## src/rtl/keypad_scan_if.sv

```systemverilog
// Keypad scanner signal bundle: the row/column matrix wires plus the decoded
// key event outputs. The scanner takes the master side; whatever reads the
// key events (and models the physical keypad) takes the slave side.
interface keypad_scan_if;
  logic [3:0] row_n;      // keypad rows, active low, asynchronous to clk
  logic [3:0] col_n;      // column drive, active low, one-hot-low
  logic [3:0] key_code;   // {col[1:0],row[1:0]} of last accepted key
  logic       key_valid;  // one-cycle pulse when key_code updates
  logic       key_down;   // accepted key still debounced-held

  modport master (
    input  row_n,
    output col_n,
    output key_code,
    output key_valid,
    output key_down
  );

  modport slave (
    output row_n,
    input  col_n,
    input  key_code,
    input  key_valid,
    input  key_down
  );
endinterface

```

## src/rtl/keypad_scan.sv

```systemverilog
// 4x4 matrix keypad scanner.
// Drives one column low per dwell period, samples the synchronised rows at the
// end of each dwell, assembles a 16-bit frame per full scan and debounces
// whole frames. A small FSM turns debounced frames into single-key press
// events: one code pulse per clean single-key press, nothing for chords,
// and no new event until every key has been released.
module keypad_scan #(
  parameter int SCAN_DIV = 1000,  // clk cycles per column dwell, >= 4
  parameter int DEBOUNCE = 4      // identical frames needed to accept, >= 2
) (
  input  logic           clk,
  input  logic           rst_n,
  keypad_scan_if.master  kp
);

  localparam int DIV_W = (SCAN_DIV > 1) ? $clog2(SCAN_DIV) : 1;
  localparam int CNT_W = $clog2(DEBOUNCE + 1);

  typedef enum logic [0:0] {
    IDLE = 1'b0,
    DOWN = 1'b1
  } state_t;

  // Internal reset: asserts together with rst_n, releases two clocks later
  logic [1:0] rst_pipe_reg;
  logic       arst_n;

  // Row synchroniser
  logic [3:0] row_meta_reg;
  logic [3:0] row_sync_reg;

  // Scan timing
  logic [DIV_W-1:0] dwell_reg;
  logic [1:0]       col_reg;
  logic             dwell_end;
  logic             frame_close;
  logic [3:0]       col_n_int;

  // Frame assembly and debounce
  logic [15:0]      frame_acc_reg;
  logic [15:0]      frame_new;
  logic [15:0]      prev_reg;
  logic [15:0]      deb_reg;
  logic [CNT_W-1:0] stable_reg;
  logic [CNT_W-1:0] stable_next;
  logic             accept_reg;
  logic             accept_next;

  // Key event FSM
  state_t     state_reg;
  state_t     state_next;
  logic [3:0] key_code_reg;
  logic [3:0] key_code_next;
  logic       key_valid_reg;
  logic       key_valid_next;
  logic       key_down_reg;
  logic       key_down_next;
  logic       deb_onehot;
  logic [3:0] deb_index;

  // Reset release is re-timed to clk so no flop sees a release near an edge
  always_ff @(posedge clk or negedge rst_n) begin
    if (!rst_n) begin
      rst_pipe_reg <= 2'b00;
    end else begin
      rst_pipe_reg <= {rst_pipe_reg[0], 1'b1};
    end
  end

  assign arst_n = rst_pipe_reg[1];

  // Two-flop synchroniser; nothing downstream looks at raw row_n
  always_ff @(posedge clk or negedge arst_n) begin
    if (!arst_n) begin
      row_meta_reg <= 4'hF;
      row_sync_reg <= 4'hF;
    end else begin
      row_meta_reg <= kp.row_n;
      row_sync_reg <= row_meta_reg;
    end
  end

  assign dwell_end   = (dwell_reg == DIV_W'(SCAN_DIV - 1));
  assign frame_close = dwell_end && (col_reg == 2'd3);

  // Dwell counter and column index; the column moves on the cycle after its sample
  always_ff @(posedge clk or negedge arst_n) begin
    if (!arst_n) begin
      dwell_reg <= '0;
      col_reg   <= 2'd0;
    end else if (dwell_end) begin
      dwell_reg <= '0;
      col_reg   <= col_reg + 2'd1;
    end else begin
      dwell_reg <= dwell_reg + DIV_W'(1);
    end
  end

  // One-hot-low column drive decoded from the column index
  for (genvar gi = 0; gi < 4; gi++) begin : g_col
    assign col_n_int[gi] = (col_reg != 2'(gi));
  end

  assign kp.col_n = col_n_int;

  // Frame as it stands including this cycle's sample (active-high keys)
  always_comb begin
    frame_new = frame_acc_reg;
    frame_new[{col_reg, 2'b00} +: 4] = ~row_sync_reg;
  end

  // Store each column's sample on the last dwell cycle
  always_ff @(posedge clk or negedge arst_n) begin
    if (!arst_n) begin
      frame_acc_reg <= '0;
    end else if (dwell_end) begin
      frame_acc_reg <= frame_new;
    end
  end

  // Stable-frame count: restart at 1 on change, saturate at DEBOUNCE;
  // accept only on the close that first reaches DEBOUNCE
  always_comb begin
    stable_next = stable_reg;
    accept_next = 1'b0;
    if (frame_close) begin
      if (frame_new == prev_reg) begin
        if (stable_reg != CNT_W'(DEBOUNCE)) begin
          stable_next = stable_reg + CNT_W'(1);
        end
        accept_next = (stable_reg == CNT_W'(DEBOUNCE - 1));
      end else begin
        stable_next = CNT_W'(1);
      end
    end
  end

  // Frame close: remember the frame, update the count, latch accepted frames
  always_ff @(posedge clk or negedge arst_n) begin
    if (!arst_n) begin
      prev_reg   <= '0;
      deb_reg    <= '0;
      stable_reg <= '0;
      accept_reg <= 1'b0;
    end else begin
      stable_reg <= stable_next;
      accept_reg <= accept_next;
      if (frame_close) begin
        prev_reg <= frame_new;
      end
      if (accept_next) begin
        deb_reg <= frame_new;
      end
    end
  end

  // Exactly-one-key test on the debounced frame
  assign deb_onehot = (deb_reg != 16'd0) && ((deb_reg & (deb_reg - 16'd1)) == 16'd0);

  // Bit position of the pressed key; only meaningful when deb_onehot is set
  always_comb begin
    deb_index = 4'd0;
    for (int i = 0; i < 16; i++) begin
      if (deb_reg[i]) begin
        deb_index = 4'(i);
      end
    end
  end

  // Key event FSM state and output registers
  always_ff @(posedge clk or negedge arst_n) begin
    if (!arst_n) begin
      state_reg     <= IDLE;
      key_code_reg  <= 4'd0;
      key_valid_reg <= 1'b0;
      key_down_reg  <= 1'b0;
    end else begin
      state_reg     <= state_next;
      key_code_reg  <= key_code_next;
      key_valid_reg <= key_valid_next;
      key_down_reg  <= key_down_next;
    end
  end

  // Next state: report a fresh single key from IDLE, wait in DOWN until all released
  always_comb begin
    state_next     = state_reg;
    key_code_next  = key_code_reg;
    key_valid_next = 1'b0;
    key_down_next  = key_down_reg;
    if (accept_reg) begin
      case (state_reg)
        IDLE: begin
          if (deb_onehot) begin
            key_code_next  = deb_index;
            key_valid_next = 1'b1;
            key_down_next  = 1'b1;
            state_next     = DOWN;
          end
        end
        DOWN: begin
          if (deb_reg == 16'd0) begin
            key_down_next = 1'b0;
            state_next    = IDLE;
          end
        end
        default: state_next = IDLE;
      endcase
    end
  end

  assign kp.key_code  = key_code_reg;
  assign kp.key_valid = key_valid_reg;
  assign kp.key_down  = key_down_reg;

endmodule

```

## src/flat_wrapper.sv

```systemverilog
// flat-port wrapper written by rule: the top's interface ports become plain ports
module keypad_scan_flat 
#(
  parameter int SCAN_DIV = 1000,                                      
  parameter int DEBOUNCE = 4                                                
)
  (clk, rst_n, kp_row_n, kp_col_n, kp_key_code, kp_key_valid, kp_key_down);
  keypad_scan_if kp_i ();
  input  logic clk;
  input  logic rst_n;
  input wire logic [$bits(kp_i.row_n)-1:0] kp_row_n;
  output wire logic [$bits(kp_i.col_n)-1:0] kp_col_n;
  output wire logic [$bits(kp_i.key_code)-1:0] kp_key_code;
  output wire logic [$bits(kp_i.key_valid)-1:0] kp_key_valid;
  output wire logic [$bits(kp_i.key_down)-1:0] kp_key_down;
  assign kp_i.row_n = kp_row_n;
  assign kp_col_n = kp_i.col_n;
  assign kp_key_code = kp_i.key_code;
  assign kp_key_valid = kp_i.key_valid;
  assign kp_key_down = kp_i.key_down;
  keypad_scan #(.SCAN_DIV(SCAN_DIV), .DEBOUNCE(DEBOUNCE)) u_core (.clk(clk), .rst_n(rst_n), .kp(kp_i));
endmodule
```

## config.mk

```make
export PLATFORM = sky130hd
export DESIGN_NAME = keypad_scan_flat
export DESIGN_NICKNAME = d
export VERILOG_FILES = /design/src/rtl/keypad_scan_if.sv /design/src/rtl/keypad_scan.sv /design/src/flat_wrapper.sv
export SDC_FILE = /design/constraint.sdc
export NUM_CORES = 1
export LEC_CHECK = 0
export CAP_MARGIN = 0
export CORE_AREA = 8 8 95 97
export DETAILED_ROUTE_END_ITERATION = 16
export DIE_AREA = 0 0 103 105
export PLACE_DENSITY_LB_ADDON = 0.25
export SYNTH_ARGS = -nofsm -noshare
export SYNTH_HDL_FRONTEND = slang
export SYNTH_SLANG_ARGS = --single-unit
```

## constraint.sdc

```tcl
create_clock -name clk -period 4.7 [get_ports clk]
set_input_delay 0.94 -clock clk [delete_from_list [all_inputs] [get_ports clk]]
set_output_delay 0.94 -clock clk [all_outputs]
set_load 0.01 [all_outputs]
```

# Word level (Yosys, flattened, before mapping)
# Cells that the tools add are included.
# op_classes
addsub,5
n_eq_ne,11
shift,2
mux,29
bitwise_logic,3
n_reduce_logical,9
# op_table
cell,count
two-way mux 4 bit,14
logical NOT 16 bit,2
AND 16 bit,1
bitwise mux 16 bit,1
== test 16 bit,1
nonzero test 16 bit,1
variable shift 4 x 6 -> 16 bit (first input constant),1
variable part select 4 x 6 -> 16 bit,1
subtractor 16 x 1 -> 16 bit (second input constant),1
adder 10 x 1 -> 10 bit (second input constant),1
== test 10 bit (second input constant),1
two-way mux 10 bit,1
two-way mux 1 bit,9
inequality test 2 bit (second input constant),4
two-way mux 3 bit,2
negation 4 -> 6 bit,1
AND reduction 3 bit,2
inequality test 2 x 1 -> 1 bit (second input constant),2
NOT 4 bit,1
one-hot mux 1 bit (2 select lines),2
adder 3 x 1 -> 3 bit (second input constant),1
== test 3 x 2 -> 1 bit (second input constant),1
inequality test 3 bit (second input constant),1
adder 2 x 1 -> 2 bit (second input constant),1
5 further kinds,6
# word_totals
reg_bits,81

# Longest topological paths before layout
# Gate-level depths: netlist (run 1).
# logic_depth
depth_word,15
ltp_mapped,12
mapped_depth_nobuf,9

# Worst setup path after synthesis (run 1)
# OpenSTA, ideal clock, no wires.
# synth_path
path_type,register -> register
start,register u_core.col_reg[0]
end,register u_core.deb_reg[11]
setup_ps,125
arrival_ps,3361
slack_ps,1214
stages_incl_launch_ff,13
n_path_buf,3
period_less_slack_ps,3486
path_cell_list,dfrtp_1 -> buf_6 -> inv_1 -> ha_1 -> buf_2 -> or4b_4 -> xnor2_1 -> a2111oi_4 -> nand4_2 -> nor4_4 -> nand4_4 -> buf_6 -> mux2_4
# synth_via
elab_chain_len,6
# synth_rtl
item,line,source
start: declaration,keypad_scan.sv:34,logic [1:0] col_reg;
start signal: assignment,keypad_scan.sv:93,col_reg <= col_reg + 2'd1;
negation 4 -> 6 bit,keypad_scan.sv:109,"frame_new[{col_reg, 2'b00} +: 4] = ~row_sync_reg;"
variable part select 4 x 6 -> 16 bit / variable shift 4 x 6 -> 16 bit (equally long branches),keypad_scan.sv:109,
bitwise mux 16 bit,keypad_scan.sv:109,
== test 16 bit,keypad_scan.sv:127,if (frame_new == prev_reg) begin
two-way mux 1 bit,keypad_scan.sv:127,
two-way mux 1 bit,keypad_scan.sv:126,if (frame_close) begin
end signal: assignment,keypad_scan.sv:152,deb_reg <= frame_new;
end: declaration,keypad_scan.sv:43,logic [15:0] deb_reg;
# Several ways; a longest one is shown, not always the timed one.
# A chain may end at the register's enable or synchronous reset.

# Worst setup path after layout (run 1)
# Same ends and word-level chain as after synthesis.

==> results.json, run 1 <==
{
  "status": "completed",
  "avgViaCountPerCell": 5.60,
  "powerDensity_mw_per_mm2": 288,
  "arrival_ps": 4160,
  "leakagePower_nw": 2.03,
  "wl_met3_microns": 401,
  "synth_compound_area_share_pct": 11.6,
  "synthSimpleGateAreaFrac_pct": 16.4,
  "maxCapViolCount": 0,
  "hold_class": "reg -> reg",
  "post-route-min-period_ps": 3930,
  "multiInputGateArea_sq_mm": 0.00183,
  "hp-start": "u_core.rst_pipe_reg[0]",
  "worst_pin_slew_ps": 991,
  "ctsResizeCount": 0,
  "syn_area_per_cell_sq_um": 10.4,
  "cts_max_path_buffers": 2,
  "cts_sinks": 81,
  "grt_overflow_total": 0,
  "ys_seq_area_share_pct": 50.5,
  "drt_iter0_drc": 142,
  "setup-tns-final_ps": 0,
  "insertedDiodeCount": 0,
  "antenna_found_initial": 0,
  "fin_cells": 512,
  "skew_ps": 11.3,
  "route.detailed.drc": 0,
  "synth_top_family_by_area": "simple AND/OR/NAND/NOR gates",
  "rsz0062_at_grt": "no",
  "wire_per_inst_microns": 16.5,
  "cts-root-buf": "clkbuf_8",
  "maxSlewViolCount": 0,
  "cts_setup_buffers": 0,
  "num_vias": 2867,
  "htree_levels": 3,
  "die-area_sq_mm": 0.0108,
  "die_h_microns": 105,
  "path_max_fanout": 16,
  "rr_startpoint": "u_core.col_reg[0]",
  "grt_max_degree": 80,
  "endpoint_kind": "flop",
  "cts_buffers": 9,
  "synth_edf_count": 0,
  "rows": 32,
  "netlist.area_leader.share_pct": 45.3,
  "ys_warn_count": 0,
  "crit_type": "reg -> reg",
  "fin_crit_sh_pct": 83.7,
  "synth_top_flop_cell": "dfrtp_1",
  "slew_headroom_pct": 33.9,
  "placed_cells": 496,
  "portBuffers": 15,
  "ant_nets": 0,
  "cts_tree": "built",
  "synthMuxAreaShare_pct": 8.03,
  "gr-usage-all-layers_pct": 16.6,
  "yosysUniqueCellTypes": 54,
  "drt-met1-wl_microns": 3910,
  "wl_microns": 8430,
  "r2r_cells": 9,
  "hpwl_microns": 6020,
  "synth-xor-area-share_pct": 6.29,
  "final_nets": 420,
  "top_layer": "met4",
  "ys_ff_latch": 81,
  "dieWidth_microns": 103,
  "first_pass_iters": 4,
  "globalplace.congestion": 0.859,
  "setup_viol": 0,
  "grt_pass1_wl_microns": 14000,
  "netlist_instances": 389,
  "r2r_setup_slack_ps": 770,
  "met2_length_microns": 3930,
  "hold_buffers": 0,
  "vdd_drop_max_v": 0.000233,
  "area_delta_synth_final_pct": 11.1,
  "synthArstFlopShare_pct": 100,
  "start_util_pct": 53.6,
  "synth_largest_area_cell": "dfrtp_1",
  "startpoint_type": "flop",
  "clk_latency_ps": 350,
  "hold_end": "u_core.rst_pipe_reg[1]",
  "crit_required_ps": 4930,
  "ff_latch_area_sq_mm": 0.00204,
  "hold_violations": 0,
  "nFillCells": 676,
  "netlist_area_sq_mm": 0.00404,
  "worstReg2RegEnd": "u_core.deb_reg[11]",
  "synth_area_leaders": "dfrtp_1 (45%), dfstp_2 (5.2%), o21ai_0 (4.8%)",
  "synth_adder_area_share_pct": 3.04,
  "whs_path_depth": 0,
  "core_area_sq_mm": 0.00753,
  "clkTransAtPathRegs_ps": 80,
  "syn_nets": 404,
  "max_freq_mhz": 254,
  "drive_gt1_share_pct": 12.4,
  "ios": 16,
  "first_global_vias": 2822
}
[where the power goes]
part | internal, W | leakage (nW) | total, W | switching, W
registers | 0.000704 | 1.09 | 0.000721 | 0.0000175
clock network | 0.000314 | 0.108 | 0.000554 | 0.000240
logic | 0.00000734 | 0.836 | 0.0000145 | 0.00000719
total | 0.00103 | 2.03 | 0.00129 | 0.000264
[per-stage QoR]
stage          hold WS, ps  area, sq um  worst slack [ps]  total power, W  utilization [%]
3_5_place_dp           340         4270               825        0.000750             56.7
2_1_floorplan          331         4040              1210        0.000738                -
3_3_place_gp           336         4270               964        0.000749             56.7
6_report               355         4480               767         0.00129             59.6
5_1_grt                366         4480               533         0.00133             59.6
4_1_cts                359         4480               779         0.00130             59.6
[final cells by class]
class	count	share of cell area (%)
Multi-Input combinational cell	269	40.9
Clock buffer	13	3.32
Inverter	27	2.26
Sequential cell	81	45.5
Timing Repair Buffer	17	3.68
Clock inverter	3	1.45
Tap cell	102	2.85
[per-layer routing]
| metal | track usage, % | up-vias |
|---|---|---|
| met1 | 21.9 | 1408 |
| li1 | - | 1390 |
| met2 | 25.4 | 58 |
| met4 | 7.76 | 0 |
| met3 | 3.52 | 11 |
| met5 | 0 | - |
[worst max-delay path by stage]
stage / cells after the start / start / end / slack, ps
5_1_grt: 9 / u_core.col_reg[0] / u_core.deb_reg[13] / 530
6_report: 9 / u_core.col_reg[0] / u_core.deb_reg[11] / 770
4_1_cts: 9 / u_core.col_reg[0] / u_core.deb_reg[11] / 780
3_3_place_gp: 9 / u_core.col_reg[0] / u_core.deb_reg[11] / 960
2_1_floorplan: 12 / u_core.col_reg[0] / u_core.deb_reg[11] / 1210
3_5_place_dp: 9 / u_core.col_reg[0] / u_core.deb_reg[11] / 830
[cells in the final DEF (no fill, tap or decap), drive strengths merged, types with 3 or more instances in the layout]
| master | instances |
|---|---|
| mux2 | 18 |
| nor2 | 22 |
| nand2b | 4 |
| inv | 26 |
| nand2 | 47 |
| nand4 | 6 |
| dfrtp | 73 |
| clkbuf | 13 |
| clkdlybuf4s50 | 15 |
| o21ai | 39 |
| dfstp | 8 |
| o2bb2ai | 3 |
| a31oi | 3 |
| xnor2 | 18 |
| xor2 | 11 |
| o22ai | 8 |
| o31ai | 3 |
| a21oi | 8 |
| nand3 | 9 |
| nor4 | 7 |
| mux2i | 11 |
| nor3 | 11 |
| ha | 9 |
[cell usage after synthesis (4+ instances only)]
cell type and count:
clkbuf_1 8, nand4_1 4, o21ai_0 39, nand2_1 47, mux2i_1 11, a21oi_1 8
nor2_1 22, nand3_1 9, ha_1 9, nor4_1 5, nor3_1 11, inv_1 26
xor2_1 11, mux2_2 15, dfstp_2 8, xnor2_1 18, dfrtp_1 73, o22ai_1 8
nand2b_1 4
[kinds of logic after synthesis]
group,after synthesis
simple gates,125
flops,81
compound gates,75
buf+inv,39
xor+xnor,29
mux,29
fa+ha+maj,10
other cells,1
[worst max-delay path, stage by stage, from the launching register on]
cell and delay [ps]:
dfrtp_1 520, inv_1 170, ha_1 450, or4b_4 540, xnor2_1 170, a2111oi_4 410, nand4_2 180, nor4_4 520
nand4_4 420, mux2_4 420
No activity file was read; power rests on OpenSTA's default activity.
==> run 2, diff against run 1 <==
==> constraint.sdc (replaced) <==
create_clock -name clk -period 3.6 [get_ports clk]
set_input_delay 0.72 -clock clk [delete_from_list [all_inputs] [get_ports clk]]
set_output_delay 0.72 -clock clk [all_outputs]
set_load 0.01 [all_outputs]
==> results.json, run 2 (synthesis results as in run 1) <==
{
  "status": "completed",
  "arrival_ps": 3510,
  "hold_end": "u_core.rst_pipe_reg[1]",
  "whs_path_depth": 0,
  "wire_per_inst_microns": 15.9,
  "fin_util_pct": 60.8,
  "crit_type": "reg -> reg",
  "drt_iter0_drc": 152,
  "hp-start": "u_core.rst_pipe_reg[0]",
  "mostFrequentLayoutCells": "dfrtp_1 (72), nand2_1 (47), o21ai_0 (39)",
  "antenna_found_initial": 0,
  "cts_buffers": 9,
  "startpoint_type": "flop",
  "cts_sinks": 81,
  "worstReg2RegEnd": "u_core.deb_reg[13]",
  "drt-met1-wl_microns": 3910,
  "hold_ws_ps": 355,
  "wl_met3_microns": 324,
  "area_delta_synth_final_pct": 13.4,
  "clk_latency_ps": 360,
  "globalplace.congestion": 0.862,
  "top_layer": "met4",
  "r2r_cells": 10,
  "path_max_fanout": 13,
  "nFillCells": 648,
  "rr_startpoint": "u_core.col_reg[0]",
  "post-route-min-period_ps": 3280,
  "r2r_setup_slack_ps": 320,
  "num_vias": 2905,
  "powerDensity_mw_per_mm2": 356,
  "cts_max_path_buffers": 2,
  "wl_microns": 8330,
  "first_pass_iters": 4,
  "rsz0062_at_grt": "no",
  "leakagePower_nw": 2.09,
  "vdd_drop_max_v": 0.000236,
  "setup_viol": 0,
  "final_common_cell": "dfrtp_1",
  "htree_levels": 3,
  "max_freq_mhz": 305,
  "core_area_sq_mm": 0.00753,
  "insertedDiodeCount": 0,
  "grt_pass1_wl_microns": 14300,
  "hold_buffers": 0,
  "start_util_pct": 53.6,
  "hold_violations": 0,
  "maxSlewViolCount": 0,
  "endpoint_kind": "flop",
  "slew_headroom_pct": 34.7,
  "setup-tns-final_ps": 0,
  "first_global_vias": 2817,
  "worst_pin_slew_ps": 979,
  "hold_class": "reg -> reg",
  "crit_required_ps": 3830,
  "skew_ps": 13.4,
  "portBuffers": 15,
  "die_h_microns": 105,
  "ant_nets": 0,
  "dieWidth_microns": 103,
  "fin_crit_sh_pct": 91.0,
  "grt_overflow_total": 0,
  "hpwl_microns": 6020,
  "gr-usage-all-layers_pct": 17.0,
  "clkTransAtPathRegs_ps": 80,
  "cts-root-buf": "clkbuf_8",
  "die-area_sq_mm": 0.0108,
  "maxCapViolCount": 0,
  "grt_max_degree": 80,
  "rows": 32,
  "route.detailed.drc": 0,
  "final_nets": 432,
  "ios": 16,
  "drive_gt1_share_pct": 15.6,
  "met2_length_microns": 3900,
  "cts_tree": "built",
  "worstSetupStartpoint": "u_core.col_reg[0]",
  "avgViaCountPerCell": 5.54
}
==> run 2: changes by cell type in the layout (fill, tap and decap cells not counted) <==
| cell | delta |
|---|---|
| buf_12 | +1 |
| buf_4 | +11 |
| bufinv_16 | -1 |
| clkbuf_1 | -2 |
| clkinv_2 | +1 |
| clkinvlp_4 | +2 |
| nor4_1 | -1 |
| nor4_2 | +1 |
==> run 2: worst max-delay path by stage <==
stage	to
floorplan	u_core.deb_reg[11]
global placement	u_core.deb_reg[11]
detailed placement	u_core.deb_reg[13]
CTS	u_core.deb_reg[13]
global route	u_core.deb_reg[13]
finish	u_core.deb_reg[13]
==> run 2: critical path, cell delays in order, from the launching register on <==
cell and delay (ps):
dfrtp_1 390, inv_1 170, ha_1 370, or4b_4 550
xnor2_1 180, a2111oi_4 360, nand4_2 160, nor4_4 380
nand4_4 130, buf_12 180, mux2_4 290
==> run 2: stage by stage <==
step / instance area [sq um] / setup WS (ps) / total power, W / cells
CTS: 4540 / 154 / 0.00164 / 522
global route: 4570 / 124 / 0.00168 / 524
floorplan: 4040 / 114 / 0.000964 / 389
finish: 4570 / 323 / 0.00163 / 524
global placement: 4340 / 283 / 0.000983 / 506
detailed placement: 4340 / 205 / 0.000984 / 506
==> run 2: cell type report <==
cell class	count	area [sq um]	area share [%]
clock buffers	11	141	3.09
multi-input cells	269	1840	40.2
flip-flops and latches	81	2040	44.6
repair buffers	29	268	5.85
well taps	102	128	2.79
clock inverters	5	55.1	1.20
inverters	27	101	2.22
==> run 2: per-layer routing <==
| layer | vias to the layer above | track usage [%] |
|---|---|---|
| met1 | 1411 | 23.3 |
| met3 | 18 | 2.72 |
| met2 | 65 | 25.2 |
| met4 | 0 | 8.48 |
| met5 | - | 0 |
| li1 | 1411 | - |
==> run 2: power by group <==
part | internal, W | leakage [nW] | total, W | switching (W)
logic | 0.0000129 | 0.902 | 0.0000240 | 0.0000111
clock network | 0.000337 | 0.0953 | 0.000664 | 0.000327
registers | 0.000919 | 1.09 | 0.000941 | 0.0000225
==> run 2: timing repair <==
item / in CTS / in global routing
resized for setup: 0 / 1
buffers inserted: 0 / 2
setup endpoints to repair: 0 / 10
